===== src/rtl/ccff_chain_loader.sv =====
// ccff_chain_loader
//   Writer side of a configuration flip-flop chain that programs routing-mux
//   SRAM bits. Bitstream words arrive on a valid/ready stream and are
//   serialised MSB-first onto ccff_head. ccff_shift_en qualifies each bit.
//   While the new bits go in, the bits that fall out of ccff_tail are folded
//   into a running parity of the chain's previous contents. Completion is
//   flagged after exactly CHAIN_LEN bits. Low bits of the last word that do
//   not fit are discarded.
//
// Parameters
//   CHAIN_LEN  number of configuration bits in the chain (>= 1)
//   WORD_W     input word width (>= 1)
//   CNT_W      bit counter width, derived from CHAIN_LEN
//
// Ports
//   prog_clk       programming clock, the only clock
//   pReset         synchronous active-high reset
//   start          single-cycle load request; only acted on in IDLE or DONE
//   in_valid       in_data holds a valid word
//   in_data        bitstream word; bit WORD_W-1 goes out first
//   in_ready       high in LOAD; a word is taken when in_valid && in_ready
//   ccff_head      registered serial data into the chain
//   ccff_shift_en  registered; the chain captures ccff_head when high
//   ccff_tail      serial data from the chain's last flop
//   busy           high in LOAD or SHIFT
//   config_done    high in DONE
//   tail_parity    XOR of ccff_tail over every shift edge of this load
//   bit_count      bits committed to the chain in this load
module ccff_chain_loader #(
  parameter int  CHAIN_LEN = 6,
  parameter int  WORD_W    = 8,
  localparam int CNT_W     = $clog2(CHAIN_LEN + 1)
) (
  input  logic              prog_clk,
  input  logic              pReset,
  input  logic              start,
  input  logic              in_valid,
  input  logic [WORD_W-1:0] in_data,
  output logic              in_ready,
  output logic              ccff_head,
  output logic              ccff_shift_en,
  input  logic              ccff_tail,
  output logic              busy,
  output logic              config_done,
  output logic              tail_parity,
  output logic [CNT_W-1:0]  bit_count
);

  // Remaining-bits counter for the word being shifted; holds 0..WORD_W.
  localparam int REM_W = $clog2(WORD_W + 1);

  typedef enum logic [1:0] {
    ST_IDLE  = 2'd0,
    ST_LOAD  = 2'd1,
    ST_SHIFT = 2'd2,
    ST_DONE  = 2'd3
  } state_t;

  state_t             state_q, state_d;
  logic               head_d;
  logic               shift_en_d;
  logic               parity_d;
  logic [CNT_W-1:0]   count_d;
  logic [REM_W-1:0]   rem_q, rem_d;
  logic [WORD_W-1:0]  word_q, word_d;
  logic               chain_full;
  logic               word_last;

  // The bit presented in this SHIFT cycle is the last one of the whole
  // chain; this wins over the word boundary so surplus word bits drop out.
  assign chain_full = (bit_count == CNT_W'(CHAIN_LEN - 1));
  // The bit presented in this SHIFT cycle is the word's final bit.
  assign word_last  = (rem_q == REM_W'(1));

  assign in_ready    = (state_q == ST_LOAD);
  assign busy        = (state_q == ST_LOAD) || (state_q == ST_SHIFT);
  assign config_done = (state_q == ST_DONE);

  always_comb begin
    state_d    = state_q;
    head_d     = ccff_head;
    shift_en_d = ccff_shift_en;
    parity_d   = tail_parity;
    count_d    = bit_count;
    rem_d      = rem_q;
    word_d     = word_q;

    unique case (state_q)
      ST_IDLE, ST_DONE: begin
        if (start) begin
          state_d  = ST_LOAD;
          count_d  = '0;
          parity_d = 1'b0;
          rem_d    = '0;
        end
      end

      ST_LOAD: begin
        if (in_valid) begin
          // MSB goes straight to the head; the rest is kept left-aligned
          // so the next bit out is always word_q[WORD_W-1].
          head_d     = in_data[WORD_W-1];
          word_d     = in_data << 1;
          shift_en_d = 1'b1;
          rem_d      = REM_W'(WORD_W);
          state_d    = ST_SHIFT;
        end
      end

      ST_SHIFT: begin
        count_d  = bit_count + 1'b1;
        parity_d = tail_parity ^ ccff_tail;
        if (word_last || chain_full) begin
          head_d     = 1'b0;
          shift_en_d = 1'b0;
          rem_d      = '0;
          state_d    = chain_full ? ST_DONE : ST_LOAD;
        end else begin
          head_d = word_q[WORD_W-1];
          word_d = word_q << 1;
          rem_d  = rem_q - 1'b1;
        end
      end

      default: state_d = ST_IDLE;
    endcase
  end

  // Control and registered outputs
  always_ff @(posedge prog_clk) begin
    if (pReset) begin
      state_q       <= ST_IDLE;
      ccff_head     <= 1'b0;
      ccff_shift_en <= 1'b0;
      tail_parity   <= 1'b0;
      bit_count     <= '0;
      rem_q         <= '0;
    end else begin
      state_q       <= state_d;
      ccff_head     <= head_d;
      ccff_shift_en <= shift_en_d;
      tail_parity   <= parity_d;
      bit_count     <= count_d;
      rem_q         <= rem_d;
    end
  end

  // Word shift register; only read in SHIFT after a fresh capture
  always_ff @(posedge prog_clk) begin
    word_q <= word_d;
  end

endmodule


===== config.mk =====
export PLATFORM = sky130hd
export DESIGN_NAME = ccff_chain_loader
export DESIGN_NICKNAME = d
export VERILOG_FILES = /design/src/rtl/ccff_chain_loader.sv
export SDC_FILE = /design/constraint.sdc
export NUM_CORES = 1
export LEC_CHECK = 0
export ABC_AREA = 0
export CAP_MARGIN = 5
export CORE_MARGIN = 10
export CORE_UTILIZATION = 49
export DETAILED_ROUTE_END_ITERATION = 10
export PLACE_DENSITY = 0.86
export SLEW_MARGIN = 20
export SYNTH_ARGS = -nofsm -noshare
export SYNTH_HDL_FRONTEND = slang
export SYNTH_SLANG_ARGS = --single-unit

===== constraint.sdc =====
create_clock -name prog_clk -period 2.4 [get_ports prog_clk]
set_input_delay 0.24 -clock prog_clk [delete_from_list [all_inputs] [get_ports prog_clk]]
set_output_delay 0.24 -clock prog_clk [all_outputs]
set_load 0.03 [all_outputs]

# ---- After elaboration in Yosys (flattened, before gate mapping)
# Cells that the tools add are included.
dict set report word_totals {
  output_inout_bits 9
  input_bits 13
  register_bits 20
  word_cells 53
}
dict set report classes {
  n_eq_ne 9
  reduce_logical 12
  n_addsub 2
  bitwise 1
  mux 22
}
# op count
set ops {}
lappend ops {{2-to-1 mux 8 bit} 2}
lappend ops {{case mux 8 bit (2 select lines)} 1}
lappend ops {{2-to-1 mux 4 bit} 3}
lappend ops {{case mux 4 bit (3 select lines)} 1}
lappend ops {{AND reduction 3 bit} 3}
lappend ops {{2-to-1 mux 2 bit} 4}
lappend ops {{!= test 2 bit (second input constant)} 3}
lappend ops {{case mux 1 bit (2 select lines)} 3}
lappend ops {{case mux 2 bit (3 select lines)} 1}
lappend ops {{case mux 3 bit (2 select lines)} 1}
lappend ops {{AND reduction 2 bit} 3}
lappend ops {{2-to-1 mux 1 bit} 5}
lappend ops {{== test 2 bit (second input constant)} 2}
lappend ops {{== test 4 x 1 -> 1 bit (second input constant)} 1}
lappend ops {{nonzero test 2 bit} 2}
lappend ops {{subtractor 4 x 1 -> 4 bit (second input constant)} 1}
lappend ops {{adder 3 x 1 -> 3 bit (second input constant)} 1}
lappend ops {{== test 3 bit (second input constant)} 1}
lappend ops {{2-to-1 mux 3 bit} 1}
lappend ops {{== test 2 x 1 -> 1 bit (second input constant)} 1}
lappend ops {{zero test 2 bit} 1}
lappend ops {{logical OR 1 bit} 2}
lappend ops {{!= test 2 x 1 -> 1 bit (second input constant)} 1}
lappend ops {{OR reduction 2 bit} 1}
lappend ops {{bitwise XOR 1 bit} 1}

# ---- Longest topological paths before layout
dict set report logic_depth {
  word_depth 4
  depth_mapped 7
  depth_no_buf 6
}

# ---- Least setup slack after synthesis
# Ideal clock, no wire load.
dict set report synth_timing {
  kind {register to register}
  start {register bit_count[1]}
  end {register word_q[1], enable pin}
  path_buffers 0
  required_time_ns 2.027
  arrival_ns 1.535
  slack_ns 0.492
  path_stages_with_launch 7
  synth_period_minus_slack_ns 1.908
  path_cell_list {dfxtp_1 -> inv_1 -> ha_1 -> nand2_1 -> and2_1 -> inv_1 -> a21oi_1}
}
dict set report synth_between {
  elab_chain_len 4
}
# item line
set synth_rtl {}
lappend synth_rtl {{from (decl)} 46} ;# output logic [CNT_W-1:0] bit_count
lappend synth_rtl {{from (signal assigned)} 143} ;# bit_count <= count_d;
lappend synth_rtl {{== test 3 bit} 71} ;# assign chain_full = (bit_count == CNT_W'(CHAIN_LEN - 1));
lappend synth_rtl {{logical OR 1 bit} 113} ;# if (word_last || chain_full) begin
lappend synth_rtl {{!= test 2 bit (no source line)} n/a}
lappend synth_rtl {{AND reduction 3 bit (no source line)} n/a}
lappend synth_rtl {{to (signal assigned)} 150} ;# word_q <= word_d;
lappend synth_rtl {{to (decl)} 65} ;# logic [WORD_W-1:0] word_q, word_d;
# No other way between the ends.
# A chain may end at the register's enable or synchronous reset.

# ---- Worst setup path after layout
dict set report layout_timing {
  start {register state_q[0]}
  end {output port busy}
}
dict set report layout_between {
  elab_chain_len 2
  word_cells_on_any_way 3
  classes_between {eq/ne (2); reduce/logical (1)}
}
# item line
set layout_rtl {}
lappend layout_rtl {{from (decl)} 59} ;# state_t state_q, state_d;
lappend layout_rtl {{from (signal assigned)} 139} ;# state_q <= state_d;
lappend layout_rtl {{== test 2 x 1 -> 1 bit or == test 2 bit (tied branches)} 76} ;# assign busy = (state_q == ST_LOAD) || (state_q == ST_SHIFT);
lappend layout_rtl {{logical OR 1 bit *} 76}
lappend layout_rtl {{to (decl)} 43} ;# output logic busy,
# Mark *: on every way between the ends. The rest lies on a longest branch, timed or not.

==> results.cfg <==
[floorplan]
rows = 16
chipWidth_um = 65.8
core_um2 = 1980
die_height_um = 65.8
initial_core_util = 0.518
die_area_um2 = 4330
ios = 22

[synth]
synth_common_cells = 12 x dfxtp_1, 8 x ha_1, 8 x nor2_1
yosysMostFrequentCell = dfxtp_1
ys_ff_latch = 19
synth_edf_count = 7
syn_avg_cell_area_um2 = 10.1
synthCells = 102
synth_top_area_share = 0.234
ys_types = 31
ys.flop_type = dfxtp_1
ys_seq_area_frac = 0.438
yosysWarningCount = 0
synthTopCellsByArea = dfxtp_1 23%, edfxtp_1 20%, ha_1 9.7%
synth_area_um2 = 1030
synth_nets = 123
ys_async_sr_fraction = 0
synth_top_area_cell = dfxtp_1

[placed_design]
dp_hpwl_mm = 1.64
io_buffers = 21
place_congestion = 0.789

[global_routing]
grt_pass1_vias = 797
grt_overflow_total = 0
grt_max_degree = 20
grt_antenna_before_repair = 0
grt_pass1_wl_mm = 3.52
grt_use_total = 0.103

[clock_tree]
cts_resized = 0
cts_tree = built
cts_buffer_depth = 2
cts_setup_buffers = 0
path_clk_slew_ns = 0.11
clockRootBuffer = clkbuf_4
cts_sinks = 19
cts_hold_buf = 0
cts_buffers = 3
htreeDepth = 1
clk_latency_ns = 0.30

[drt]
dr.first_iter.drc_count = 19
detail_route.vias_per_cell = 5.28
vias = 803
ant_nets = 0
drtPass1Iterations = 4
drc_errors = 0
wirelength_mm = 2.12
wl_per_cell_um = 14.0

[worst_setup_path]
start_kind = flop
cp_top_family = buffers and inverters
worst-endpoint-arrival_ns = 1.92
crit_top_cell = inv_1
end_kind = output port
cp_cell_sequence = inv_1 -> ha_1 -> inv_1 -> clkdlybuf4s50_1
critPathBufInv = 3
worstSetupPathType = reg2out
cp_max_fo = 5
cp_data_required_time_ns = 2.16
max_stage_delay_ns = 0.68
slowest_stage = clkdlybuf4s50_1

[cells_and_area]
drive_gt1_frac = 0.128
register_area_um2 = 450
diodes = 0
multiInputGateArea_um2 = 539
areaGrowthSynthToFinish_pct = 26.1
nNetsFinal = 147
n_fill_cell = 151

[flow_run]
maxCapViolations = 0

[sta]
fmax_mhz = 464
hold_viol_final = 0
finalSetupViolCount = 0
tightest_slew_ns = 0.674
rsz0062_at_grt = false
finalCritPeriodShare = 0.899
timing.final.crit_period_ns = 2.16
fin_setup_tns_ns = 0
clock_skew_ns = 0.0113
slew_violations = 0
slew-limit-headroom = 0.551

[worst_hold_path]
hold_class = reg2reg

[status]
status = completed

[power_and_ir_drop]
p_per_area_nw_per_um2 = 619
p_leak_nw = 0.464
power_uw = 801
vdd_drop_max_mv = 0.369
## final cells by class
cell class / instances / share of cell area
sequential: 19 / 0.348
tap: 27 / 0.0261
inverter: 7 / 0.0203
timing repair buffer: 22 / 0.168
clock inverter: 1 / 0.00386
clock buffer: 3 / 0.0174
multi-input combinational: 73 / 0.416
## worst register-to-register path, delay by kind of cell, from the launching register on
family | cells | cell delay, ns
flops | 1 | 0.37
buf+inv | 2 | 0.25
compound gates | 2 | 0.42
fa+ha+maj | 1 | 0.59
## stage by stage
stage | util | cells | hold slack [ns] | cell area, um^2 | setup slack, ns
final | 0.653 | 152 | 0.519 | 1290 | 0.243
after global routing | 0.653 | 152 | 0.563 | 1290 | 0.159
after CTS | 0.653 | 152 | 0.522 | 1290 | 0.230
after detailed placement | 0.640 | 148 | 0.505 | 1270 | 0.519
after global placement | 0.640 | 148 | 0.491 | 1270 | 0.585
after floorplan | - | 102 | 0.305 | 1030 | 0.492
## cells by family (layout without fill, tap and decap cells)
| kind of cell | after synthesis | count (layout) | share of synthesized area |
|---|---|---|---|
| muxes | 6 | 6 | 0.0658 |
| and+or+nand+nor | 36 | 36 | 0.195 |
| AOI/OAI and AO/OA | 22 | 22 | 0.158 |
| buffers and inverters | 10 | 33 | 0.0365 |
| DFF | 19 | 19 | 0.438 |
| xor gates and xnor gates | 1 | 1 | 0.00853 |
| adders and majority gates | 8 | 8 | 0.0974 |
## per-layer routing
layer	vias up	track usage	wire length [um]
met3	4	0.0407	128
met5	-	0	0
li1	409	-	-
met2	18	0.152	954
met1	372	0.119	1010
met4	0	0.0668	31
## cell usage in the layout (no fill, tap or decap), types with 2 or more instances in the layout
cell type	n
ha_1	8
a22oi_1	4
inv_1	7
clkdlybuf4s50_1	21
dfxtp_1	12
nor3_1	2
or2_2	2
clkbuf_4	3
mux2_2	6
nor2b_1	3
a21oi_1	5
nor2_1	8
o21ai_0	4
a31oi_1	3
edfxtp_1	7
nand2b_1	6
nand2_1	7
## sequential cells by signal, summed over array words and instances, names as in the netlist
register,flops
word_q,7
rem_q,4
ccff_head,1
state_q,2
tail_parity,1
bit_count,3
ccff_shift_en,1
## power breakdown
group / internal, mW / total, mW / switching (mW)
Clock: 0.0621 / 0.160 / 0.0979
Sequential: 0.376 / 0.393 / 0.0175
Combinational: 0.108 / 0.248 / 0.141
Total: 0.545 / 0.801 / 0.256
## path summary, 6_finish.rpt
check                                      to  cells after the start           from  slack (ns)
worst max-delay path                     busy                      4     state_q[0]        0.24
worst min-delay path            ccff_shift_en                      2  ccff_shift_en        0.52
worst max register to register      word_q[6]                      5     state_q[0]        0.50
worst min register to register  ccff_shift_en                      2  ccff_shift_en        0.52
(Power assumes the default switching activity.)
